<file path="src/rtl/vxe_vpu_regu_qecu_pkg.sv">
// Shared opcodes, register indices, error codes and opcode decode for the queued
// VPU register-update ECU.
package vxe_vpu_regu_qecu_pkg;

  localparam logic [4:0] CuCmdSetAcc = 5'h08;
  localparam logic [4:0] CuCmdSetVl  = 5'h09;
  localparam logic [4:0] CuCmdSetEn  = 5'h0A;
  localparam logic [4:0] CuCmdSetRs  = 5'h0B;
  localparam logic [4:0] CuCmdSetRt  = 5'h0C;
  localparam logic [4:0] CuCmdSetRd  = 5'h0D;

  localparam logic [2:0] VpuRegIdxIgn = 3'd0;
  localparam logic [2:0] VpuRegIdxAcc = 3'd1;
  localparam logic [2:0] VpuRegIdxVl  = 3'd2;
  localparam logic [2:0] VpuRegIdxEn  = 3'd3;
  localparam logic [2:0] VpuRegIdxRs  = 3'd4;
  localparam logic [2:0] VpuRegIdxRt  = 3'd5;
  localparam logic [2:0] VpuRegIdxRd  = 3'd6;

  localparam logic [1:0] VpuReguErrNone  = 2'b00;
  localparam logic [1:0] VpuReguErrIllOp = 2'b01;
  localparam logic [1:0] VpuReguErrBusy  = 2'b10;

  typedef enum logic [1:0] {StIdle, StWrite, StBcast, StSkip} head_st_e;

  typedef struct packed {
    logic       vld;
    logic [2:0] ridx;
  } op_dec_t;

  function automatic op_dec_t decode_op(logic [4:0] op);
    op_dec_t d;
    d.vld = 1'b1;
    case (op)
      CuCmdSetAcc: d.ridx = VpuRegIdxAcc;
      CuCmdSetVl:  d.ridx = VpuRegIdxVl;
      CuCmdSetEn:  d.ridx = VpuRegIdxEn;
      CuCmdSetRs:  d.ridx = VpuRegIdxRs;
      CuCmdSetRt:  d.ridx = VpuRegIdxRt;
      CuCmdSetRd:  d.ridx = VpuRegIdxRd;
      default: begin
        d.vld  = 1'b0;
        d.ridx = VpuRegIdxIgn;
      end
    endcase
    return d;
  endfunction

endpackage

</file>
<file path="src/rtl/vxe_vpu_regu_fifo.sv">
// Synchronous power-of-two FIFO with occupancy-derived full/empty flags.
module vxe_vpu_regu_fifo #(
  parameter int unsigned WIDTH = 8,
  parameter int unsigned DEPTH = 4
) (
  input  logic             clk,
  input  logic             nrst,
  input  logic             i_push,
  input  logic             i_pop,
  input  logic [WIDTH-1:0] i_wdata,
  output logic [WIDTH-1:0] o_rdata,
  output logic             o_full,
  output logic             o_empty
);

  localparam int unsigned AW = $clog2(DEPTH);

  logic [WIDTH-1:0] mem_q [DEPTH];
  logic [AW-1:0]    wptr_q, rptr_q;
  logic [AW:0]      cnt_q, cnt_d;
  logic             push_ok, pop_ok;

  assign o_full  = (cnt_q == (AW+1)'(DEPTH));
  assign o_empty = (cnt_q == '0);
  assign push_ok = i_push & ~o_full;
  assign pop_ok  = i_pop & ~o_empty;
  assign o_rdata = mem_q[rptr_q];

  always_comb begin
    cnt_d = cnt_q;
    if (push_ok && !pop_ok) cnt_d = cnt_q + 1'b1;
    else if (!push_ok && pop_ok) cnt_d = cnt_q - 1'b1;
  end

  always_ff @(posedge clk or negedge nrst) begin
    if (!nrst) begin
      wptr_q <= '0;
      rptr_q <= '0;
      cnt_q  <= '0;
    end else begin
      cnt_q <= cnt_d;
      if (push_ok) wptr_q <= wptr_q + 1'b1;
      if (pop_ok)  rptr_q <= rptr_q + 1'b1;
    end
  end

  always_ff @(posedge clk) begin
    if (push_ok) mem_q[wptr_q] <= i_wdata;
  end

endmodule

</file>
<file path="src/rtl/vxe_vpu_regu_qecu.sv">
// Queued VPU register-update ECU: decodes commands into a FIFO and retires them
// through a shared, arbitrated register-file write port (with thread broadcast).
module vxe_vpu_regu_qecu
  import vxe_vpu_regu_qecu_pkg::*;
#(
  parameter int unsigned FIFO_DEPTH = 4,
  parameter int unsigned NTHR       = 8,
  parameter int unsigned TH_W       = 3,
  parameter int unsigned DATA_W     = 38
) (
  input  logic              clk,
  input  logic              nrst,
  input  logic              i_disp,
  output logic              o_busy,
  output logic              o_done,
  input  logic [4:0]        i_cmd_op,
  input  logic [TH_W-1:0]   i_cmd_th,
  input  logic [47:0]       i_cmd_pl,
  output logic              o_wr_req,
  input  logic              i_wr_gnt,
  output logic [TH_W-1:0]   o_th,
  output logic [2:0]        o_ridx,
  output logic [DATA_W-1:0] o_data,
  output logic              o_err,
  output logic [1:0]        o_err_code,
  input  logic              i_err_clr
);

  localparam int unsigned EntW = 3 + TH_W + DATA_W + 2;

  op_dec_t           dec;
  logic [EntW-1:0]   ent_in, ent_head;
  logic              fifo_full, fifo_empty, push, pop;
  logic [2:0]        h_ridx;
  logic [TH_W-1:0]   h_th;
  logic [DATA_W-1:0] h_data;
  logic              h_bcast, h_vld;
  head_st_e          st;
  logic [TH_W-1:0]   tc_q, tc_d;
  logic              done_q, done_d;
  logic              err_q, err_d;
  logic [1:0]        code_q, code_d;
  logic              ill, ovf;

  assign dec    = decode_op(i_cmd_op);
  assign ent_in = {dec.ridx, i_cmd_th, i_cmd_pl[DATA_W-1:0], i_cmd_pl[47], dec.vld};
  assign push   = i_disp & ~fifo_full;
  assign ovf    = i_disp & fifo_full;

  generate
    if (DATA_W < 47) begin : g_pl_unused
      logic unused_pl;
      assign unused_pl = ^i_cmd_pl[46:DATA_W];
    end
  endgenerate

  vxe_vpu_regu_fifo #(
    .WIDTH(EntW),
    .DEPTH(FIFO_DEPTH)
  ) u_fifo (
    .clk    (clk),
    .nrst   (nrst),
    .i_push (push),
    .i_pop  (pop),
    .i_wdata(ent_in),
    .o_rdata(ent_head),
    .o_full (fifo_full),
    .o_empty(fifo_empty)
  );

  assign {h_ridx, h_th, h_data, h_bcast, h_vld} = ent_head;

  // Head state is decoded straight from the queue head so a dispatch into an
  // empty queue raises o_wr_req on the very next cycle.
  always_comb begin
    st = StIdle;
    if (!fifo_empty) begin
      if (!h_vld)       st = StSkip;
      else if (h_bcast) st = StBcast;
      else              st = StWrite;
    end
  end

  always_comb begin
    o_wr_req = 1'b0;
    o_th     = '0;
    o_ridx   = VpuRegIdxIgn;
    o_data   = '0;
    pop      = 1'b0;
    done_d   = 1'b0;
    ill      = 1'b0;
    tc_d     = tc_q;
    unique case (st)
      StIdle: ;
      StSkip: begin
        pop    = 1'b1;
        done_d = 1'b1;
        ill    = 1'b1;
      end
      StWrite: begin
        o_wr_req = 1'b1;
        o_th     = h_th;
        o_ridx   = h_ridx;
        o_data   = h_data;
        pop      = i_wr_gnt;
        done_d   = i_wr_gnt;
      end
      StBcast: begin
        o_wr_req = 1'b1;
        o_th     = tc_q;
        o_ridx   = h_ridx;
        o_data   = h_data;
        if (i_wr_gnt) begin
          if (tc_q == TH_W'(NTHR - 1)) begin
            pop    = 1'b1;
            done_d = 1'b1;
            tc_d   = '0;
          end else begin
            tc_d = tc_q + 1'b1;
          end
        end
      end
      default: ;
    endcase
  end

  // A clear in the same cycle as a new error still records the new error.
  always_comb begin
    err_d  = err_q;
    code_d = code_q;
    if (i_err_clr) begin
      err_d  = 1'b0;
      code_d = VpuReguErrNone;
    end
    if (ill || ovf) begin
      err_d = 1'b1;
      if (!err_q || i_err_clr) code_d = ill ? VpuReguErrIllOp : VpuReguErrBusy;
    end
  end

  always_ff @(posedge clk or negedge nrst) begin
    if (!nrst) begin
      tc_q   <= '0;
      done_q <= 1'b0;
      err_q  <= 1'b0;
      code_q <= VpuReguErrNone;
    end else begin
      tc_q   <= tc_d;
      done_q <= done_d;
      err_q  <= err_d;
      code_q <= code_d;
    end
  end

  assign o_busy     = fifo_full;
  assign o_done     = done_q;
  assign o_err      = err_q;
  assign o_err_code = code_q;

endmodule

</file>
<file path="config.mk">
export PLATFORM = sky130hd
export DESIGN_NAME = vxe_vpu_regu_qecu
export DESIGN_NICKNAME = d
export VERILOG_FILES = /design/src/rtl/vxe_vpu_regu_qecu_pkg.sv /design/src/rtl/vxe_vpu_regu_fifo.sv /design/src/rtl/vxe_vpu_regu_qecu.sv
export SDC_FILE = /design/constraint.sdc
export NUM_CORES = 1
export LEC_CHECK = 0
export CAP_MARGIN = 20
export CORE_ASPECT_RATIO = 0.75
export CORE_MARGIN = 2
export CORE_UTILIZATION = 55
export DETAILED_ROUTE_END_ITERATION = 7
export GPL_ROUTABILITY_DRIVEN = 0
export PLACE_DENSITY = 0.85
export SYNTH_ARGS = -nofsm -noshare
export SYNTH_HDL_FRONTEND = slang
export SYNTH_SLANG_ARGS = --single-unit
</file>
<file path="constraint.sdc">
create_clock -name clk -period 6.9 [get_ports clk]
set_input_delay 1.725 -clock clk [delete_from_list [all_inputs] [get_ports clk]]
set_output_delay 1.725 -clock clk [all_outputs]
set_load 0.01 [all_outputs]
</file>
# ---- After elaboration in Yosys (flattened, before gate mapping)
# Memories as Yosys holds them, arrays and structs flattened.
# Cells that the tools add are included.
dict set report word_totals {
  word_cells 67
  out_inout_bits 50
  mem_count 1
  mem_bits_ro 0
  in_bits 61
  ramBits 184
  ff_bits 14
  latch_bits 0
}
# name depth width rd rd_clocked_by_memory_dff wr line_no
set mem_list {}
lappend mem_list {u_fifo.mem_q 4 46 1 0 1 vxe_vpu_regu_fifo.sv:18} ;# logic [WIDTH-1:0] mem_q [DEPTH];
dict set report op_classes {
  shift 0
  n_reduce_logical 13
  div 0
  mux 24
  bitwise_logic 6
  n_eq_ne 11
  n_lt_le_gt_ge 0
  n_addsub 5
  multipliers 0
}
# cell n
set ops {}
lappend ops {{38-bit 2-to-1 mux} 1}
lappend ops {{5-bit by 4-bit == test with 1-bit output (second input constant)} 6}
lappend ops {{3-bit case mux with 6 select lines} 1}
lappend ops {{2-bit 2-to-1 mux} 7}
lappend ops {{3-bit 2-to-1 mux} 4}
lappend ops {{1-bit 2-to-1 mux} 9}
lappend ops {{3-bit by 1-bit adder with 3-bit output (second input constant)} 2}
lappend ops {{3-bit == test (second input constant)} 2}
lappend ops {{3-bit case mux with 2 select lines} 1}
lappend ops {{6-bit OR reduction} 1}
lappend ops {{2-bit by 1-bit adder with 2-bit output (second input constant)} 2}
lappend ops {{1-bit AND} 4}
lappend ops {{2-bit == test (second input constant)} 2}
lappend ops {{2-bit nonzero test} 2}
lappend ops {{1-bit logical NOT} 3}
lappend ops {{3-bit logical NOT} 1}
lappend ops {{1-bit case mux with 3 select lines} 1}
lappend ops {{3-bit by 1-bit subtractor with 3-bit output (second input constant)} 1}
lappend ops {{2-bit by 1-bit == test with 1-bit output (second input constant)} 1}
lappend ops {{1-bit logical AND} 2}
lappend ops {{1-bit logical OR} 2}
lappend ops {{1-bit NOT} 2}
lappend ops {{2-bit AND reduction} 1}
lappend ops {{2-bit OR reduction} 1}

# ---- Longest topological paths before layout
# An unclocked memory read counts as a cell.
dict set report depth {
  ltp_word 10
  depth_mapped 12
  mapped_depth_nobuf 12
}

# ---- By module
# Synthesis repeated with hierarchy kept, for this count alone.
dict set report unflattened {
  hier_cells 367
  hier_area_um2 7782.5
}
# mod instances cells_per_inst seq_area_each_um2 area_per_inst_um2
set modules_own_cells {}
lappend modules_own_cells {vxe_vpu_regu_fifo 1 275 5700.5 7049.3}
lappend modules_own_cells {vxe_vpu_regu_qecu 1 92 175.2 733.2}

# ---- Worst setup path after synthesis
# No wires, ideal clock.
dict set report synth_path {
  path_type {input -> register}
  from {input port i_disp}
  to {memory u_fifo.mem_q[0][0] in the netlist's numbering, enable pin}
  setup_time_ps 408
  cell_stages 3
  path_slack_ps 3290
  path_buffers 1
  t_required_ps 6492
  t_arrival_ps 3202
  cell_sequence {nor2b_1 -> clkbuf_1 -> and2_1}
}
dict set report synth_via {
  elab_chain_len 4
}
# element line_no
set synth_rtl {}
lappend synth_rtl {{start, declared} vxe_vpu_regu_qecu.sv:13} ;# input logic i_disp,
lappend synth_rtl {{1-bit AND} vxe_vpu_regu_qecu.sv:47} ;# assign push = i_disp & ~fifo_full;
lappend synth_rtl {{1-bit AND} vxe_vpu_regu_fifo.sv:25} ;# assign push_ok = i_push & ~o_full;
lappend synth_rtl {{named net u_fifo.push_ok} vxe_vpu_regu_fifo.sv:21} ;# logic push_ok, pop_ok;
lappend synth_rtl {{1-bit 2-to-1 mux} vxe_vpu_regu_fifo.sv:48} ;# if (push_ok) mem_q[wptr_q] <= i_wdata;
lappend synth_rtl {{1-bit 2-to-1 mux (implied by the code)} vxe_vpu_regu_fifo.sv:48}
lappend synth_rtl {{end, declared} vxe_vpu_regu_fifo.sv:18}
# The timed path passes the listed nets, and every way through them passes these cells.

# ---- Final worst setup path
dict set report layout_path {
  from {register u_fifo.rptr_q[0]}
  to {output port o_data[26]}
}
dict set report layout_via {
  elab_chain_len 7
  word_cells_on_any_way 8
  classes_between {eq/ne: 2; mux: 4; reduce/logical: 1; memory: 1}
}
# element line_no
set layout_rtl {}
lappend layout_rtl {{start, declared} vxe_vpu_regu_fifo.sv:19} ;# logic [AW-1:0] wptr_q, rptr_q;
lappend layout_rtl {{start signal, assigned} vxe_vpu_regu_fifo.sv:43} ;# if (pop_ok) rptr_q <= rptr_q + 1'b1;
lappend layout_rtl {{memory 4 x 46 bit (*)} -}
lappend layout_rtl {{2-bit 2-to-1 mux} vxe_vpu_regu_qecu.sv:79} ;# else if (h_bcast) st = StBcast;
lappend layout_rtl {{2-bit 2-to-1 mux} vxe_vpu_regu_qecu.sv:78} ;# if (!h_vld) st = StSkip;
lappend layout_rtl {{2-bit 2-to-1 mux} vxe_vpu_regu_qecu.sv:77} ;# if (!fifo_empty) begin
lappend layout_rtl {{2-bit == test or 2-bit by 1-bit == test with 1-bit output (tied branches)} vxe_vpu_regu_qecu.sv:93} ;# unique case (st)
lappend layout_rtl {{2-bit OR reduction (no source line)} -}
lappend layout_rtl {{38-bit 2-to-1 mux (*)} vxe_vpu_regu_qecu.sv:93}
lappend layout_rtl {{end, declared} vxe_vpu_regu_qecu.sv:23} ;# output logic [DATA_W-1:0] o_data,
# Mark *: on every way between the ends. The rest lies on a longest branch, timed or not.

==> metrics.log <==
INFO  metric run_status = finished clean
INFO  metric report.final.slew_viol_count = 0
INFO  metric io_pins = 111
INFO  metric die_width = 142 um
INFO  metric synth_enable_flop_cells = 184
INFO  metric worst_hold_slack = 520 ps
INFO  metric vias = 3,937
INFO  metric vdd_drop_max = 0.261 mV
INFO  metric detail_route.drc_violations = 0
INFO  metric path_category_of_the_worst_min_delay_check = register to register
INFO  metric max-clock-path-buffers = 2
INFO  metric root_buffer = sky130_fd_sc_hd__clkbuf_16
INFO  metric coreArea = 13,800 um^2
INFO  metric layout_worst_path_cycle_share = 68.7%
INFO  metric ys_warn_count = 0
INFO  metric initial_utilization = 56.6%
INFO  metric firstDrtPassIters = 4
INFO  metric clkSinkCount = 198
INFO  metric max_cap_viol = 0
INFO  metric cts_tree = built
INFO  metric setup_viol_count_final = 0
INFO  metric r2r_cells = 11
INFO  metric dp_hpwl = 8.73 mm
INFO  metric insertion_delay = 440 ps
INFO  metric dominantRegCellSynth = sky130_fd_sc_hd__edfxtp_1
INFO  metric post_route_cells_drive_above_1_share = 18.7%
INFO  metric synth_seq_cells = 198
INFO  metric post_drt_via_cell_ratio = 5.81
INFO  metric tightest_slew = 924 ps
INFO  metric grt_start_max_net_pins = 49
INFO  metric cts.hold.buffers_added = 0
INFO  metric fp-row-count = 37
INFO  metric antenna_cells = 0
INFO  metric synth.top_cells.by_area = sky130_fd_sc_hd__edfxtp_1 71%, sky130_fd_sc_hd__mux4_2 13%, sky130_fd_sc_hd__dfrtp_1 4.5%
INFO  metric port_buffers = 101
INFO  metric die-area = 15,200 um^2
INFO  metric power_density = 437 nW/um^2
INFO  metric via_count_of_the_first_global_routing_pass = 4,341
INFO  metric most_common_cell_after_layout_fill_and_taps_aside = sky130_fd_sc_hd__edfxtp_1
INFO  metric pwr-share-seq = 40.1%
INFO  metric intPower = 2.92 mW
INFO  metric clock_edge_transition_at_the_registers_on_the_reported_setup_and_hold_paths = 70 ps
INFO  metric setup.worst_path.end_class = output pin
INFO  metric final_antenna_net_count = 0
INFO  metric hold_path_depth = 1
INFO  metric cts_resized = 0
INFO  metric clockPowerShare = 23.0%
INFO  metric max_clock_freq = 211 MHz
INFO  metric switching_share_of_power = 30.2%
INFO  metric post_synth_num_cell_types = 37
INFO  metric dr.first_iter.drc_count = 240
INFO  metric fin_setup_tns = 0 ps
INFO  metric required = 5180 ps
INFO  metric timing.final.hold_violations = 0
INFO  metric time_the_final_worst_path_needs_with_i_o_delays_and_setup = 4740 ps
INFO  metric highest_count_cells_in_the_layout_ignoring_fill_and_taps = 184 x sky130_fd_sc_hd__edfxtp_1, 101 x sky130_fd_sc_hd__clkdlybuf4s50_1, 45 x sky130_fd_sc_hd__mux4_2, 41 x sky130_fd_sc_hd__and3_1, 17 x sky130_fd_sc_hd__clkbuf_16
INFO  metric p_switching = 1.26 mW
INFO  metric wl_per_cell = 21.9 um
INFO  metric net_total_in_the_final_layout = 559
INFO  metric postSynthCellCount = 384
INFO  metric globalRouteTotalUtil = 21.1%
INFO  metric crit_type = register to output pin
INFO  metric async_flop_share = 7.07%
INFO  metric grt_remaining_overflow = 0
INFO  metric yosys.area.top_type = sky130_fd_sc_hd__edfxtp_1
INFO  metric synth.top_cell.area_share = 70.8%
INFO  metric crit_path_launch_type = register
INFO  metric post_synth.cell_area_avg = 20.3 um^2
INFO  metric data_arrival_time_of_the_worst_path = 3020 ps
INFO  metric gate_power_share = 36.9%
INFO  metric worst_clock_skew = 9.14 ps
INFO  metric area_added_between_synthesis_and_finish = 22.6%
INFO  metric die_height = 107 um
INFO  metric htreeDepth = 4
INFO  metric critical_path.max_fanout = 47
INFO  metric final_design_area_no_fill = 9570 um^2
INFO  metric grt_pass1_wl = 23.1 mm
INFO  metric layout.filler_cells = 847
INFO  metric synthesis.area = 7800 um^2
INFO  metric cts_buffers = 17
INFO  metric power.leakage = 3.32 nW
INFO  metric placedInstanceArea = 8990 um^2
INFO  metric grt_antenna_before_repair = 0
INFO  metric grt_setup_unrepaired = false
INFO  metric post-cts-setup-buffer-count = 0
INFO  metric relSlewSlack = 38.4%
INFO  metric postSynthNetCount = 453
INFO  metric yosysSeqAreaShare = 75.3%
INFO  metric routed_wl = 14.8 mm
==> per-stage QoR <==
stage                     utilization [%]  instances  power [mW]  setup slack [ps]
after floorplan                         -        384        2.63              3290
final                                69.4        678        4.19              2160
after global routing                 69.4        678        4.39              1940
after detailed placement             65.1        646        3.26              2580
after CTS                            69.4        678        4.23              2090
after global placement               65.1        646        3.21              2600
==> synthesized netlist by cell type (2+ instances only) <==
| master | instances |
|---|---|
| sky130_fd_sc_hd__edfxtp_1 | 184 |
| sky130_fd_sc_hd__mux4_2 | 45 |
| sky130_fd_sc_hd__and3_1 | 41 |
| sky130_fd_sc_hd__dfrtp_1 | 14 |
| sky130_fd_sc_hd__clkbuf_1 | 10 |
| sky130_fd_sc_hd__nor2_1 | 10 |
| sky130_fd_sc_hd__buf_2 | 8 |
| sky130_fd_sc_hd__ha_1 | 7 |
| sky130_fd_sc_hd__nand2_1 | 7 |
| sky130_fd_sc_hd__o21ai_0 | 6 |
| sky130_fd_sc_hd__and2_1 | 5 |
| sky130_fd_sc_hd__inv_1 | 5 |
| sky130_fd_sc_hd__mux2i_1 | 5 |
| sky130_fd_sc_hd__mux2_1 | 3 |
| sky130_fd_sc_hd__nand2b_1 | 3 |
| sky130_fd_sc_hd__nor2b_1 | 3 |
| sky130_fd_sc_hd__xnor2_1 | 3 |
| sky130_fd_sc_hd__a21oi_1 | 2 |
| sky130_fd_sc_hd__buf_6 | 2 |
| sky130_fd_sc_hd__nor3_1 | 2 |
| sky130_fd_sc_hd__o21ai_1 | 2 |
| sky130_fd_sc_hd__xor2_1 | 2 |
==> critical path, cell delays in order, from the launching register on <==
cell and delay (ps):
sky130_fd_sc_hd__dfrtp_4 490, sky130_fd_sc_hd__buf_4 740, sky130_fd_sc_hd__mux4_2 590, sky130_fd_sc_hd__and3_1 230, sky130_fd_sc_hd__clkdlybuf4s50_1 490
==> path summary, 6_finish.rpt <==
kind / from / slack, ps / end
setup / recovery: u_fifo.rptr_q[0] / 2160 / o_data[26]
hold / removal: u_fifo.cnt_q[2] / 520 / u_fifo.cnt_q[2]
setup reg to reg: u_fifo.rptr_q[0] / 3470 / u_fifo.cnt_q[2]
hold reg to reg: u_fifo.cnt_q[2] / 520 / u_fifo.cnt_q[2]
max in group asynchronous: nrst / 4720 / u_fifo.rptr_q[0]
min in group asynchronous: nrst / 1690 / o_err_code[1]
==> registers in the layout, summed over array words and instances, names as in the netlist <==
name / count
u_fifo.mem_q: 184
tc_q: 3
u_fifo.cnt_q: 3
u_fifo.rptr_q: 2
u_fifo.wptr_q: 2
o_err_code: 2
o_done: 1
o_err: 1
==> layer usage <==
metal  routed length, um  part of all wire, %  track usage, %  up-vias
li1                    -                    -               -     1765
met1                6310                   43            27.2     2028
met2                7300                   49            34.5      132
met3                1070                  7.2            6.79       12
met4                 150                  1.0            7.21        0
met5                   0                    0               0        -
==> power by group through the flow <==
stage	sequential [mW]	clock, mW	combinational [mW]
3_5_place_dp	1.70	0	1.56
2_1_floorplan	1.68	0	0.945
5_1_grt	1.70	1.02	1.67
3_3_place_gp	1.68	0	1.53
4_1_cts	1.68	0.974	1.58
6_report	1.68	0.964	1.54
==> layout make-up <==
| type | instances | area [um^2] | share of cell area [%] |
|---|---|---|---|
| Multi-Input combinational cell | 159 | 1800 | 18.8 |
| Clock buffer | 17 | 425 | 4.45 |
| Sequential cell | 198 | 5880 | 61.5 |
| Inverter | 6 | 22.5 | 0.235 |
| Timing Repair Buffer | 108 | 1060 | 11.1 |
| Clock inverter | 15 | 155 | 1.62 |
| Tap cell | 175 | 219 | 2.29 |
==> logic make-up (layout without fill, tap and decap cells) <==
family	count (synthesis)	after routing	share of synthesized area (%)
AO/OA/AOI/OAI	13	13	0.962
multiplexers	55	55	14.4
XOR/XNOR	5	5	0.561
AND/OR/NAND/NOR	78	78	5.74
buffers and inverters	27	146	1.67
adder cells (fa/ha/maj)	8	8	1.38
flip-flops	198	198	75.3
(Power assumes the default switching activity.)
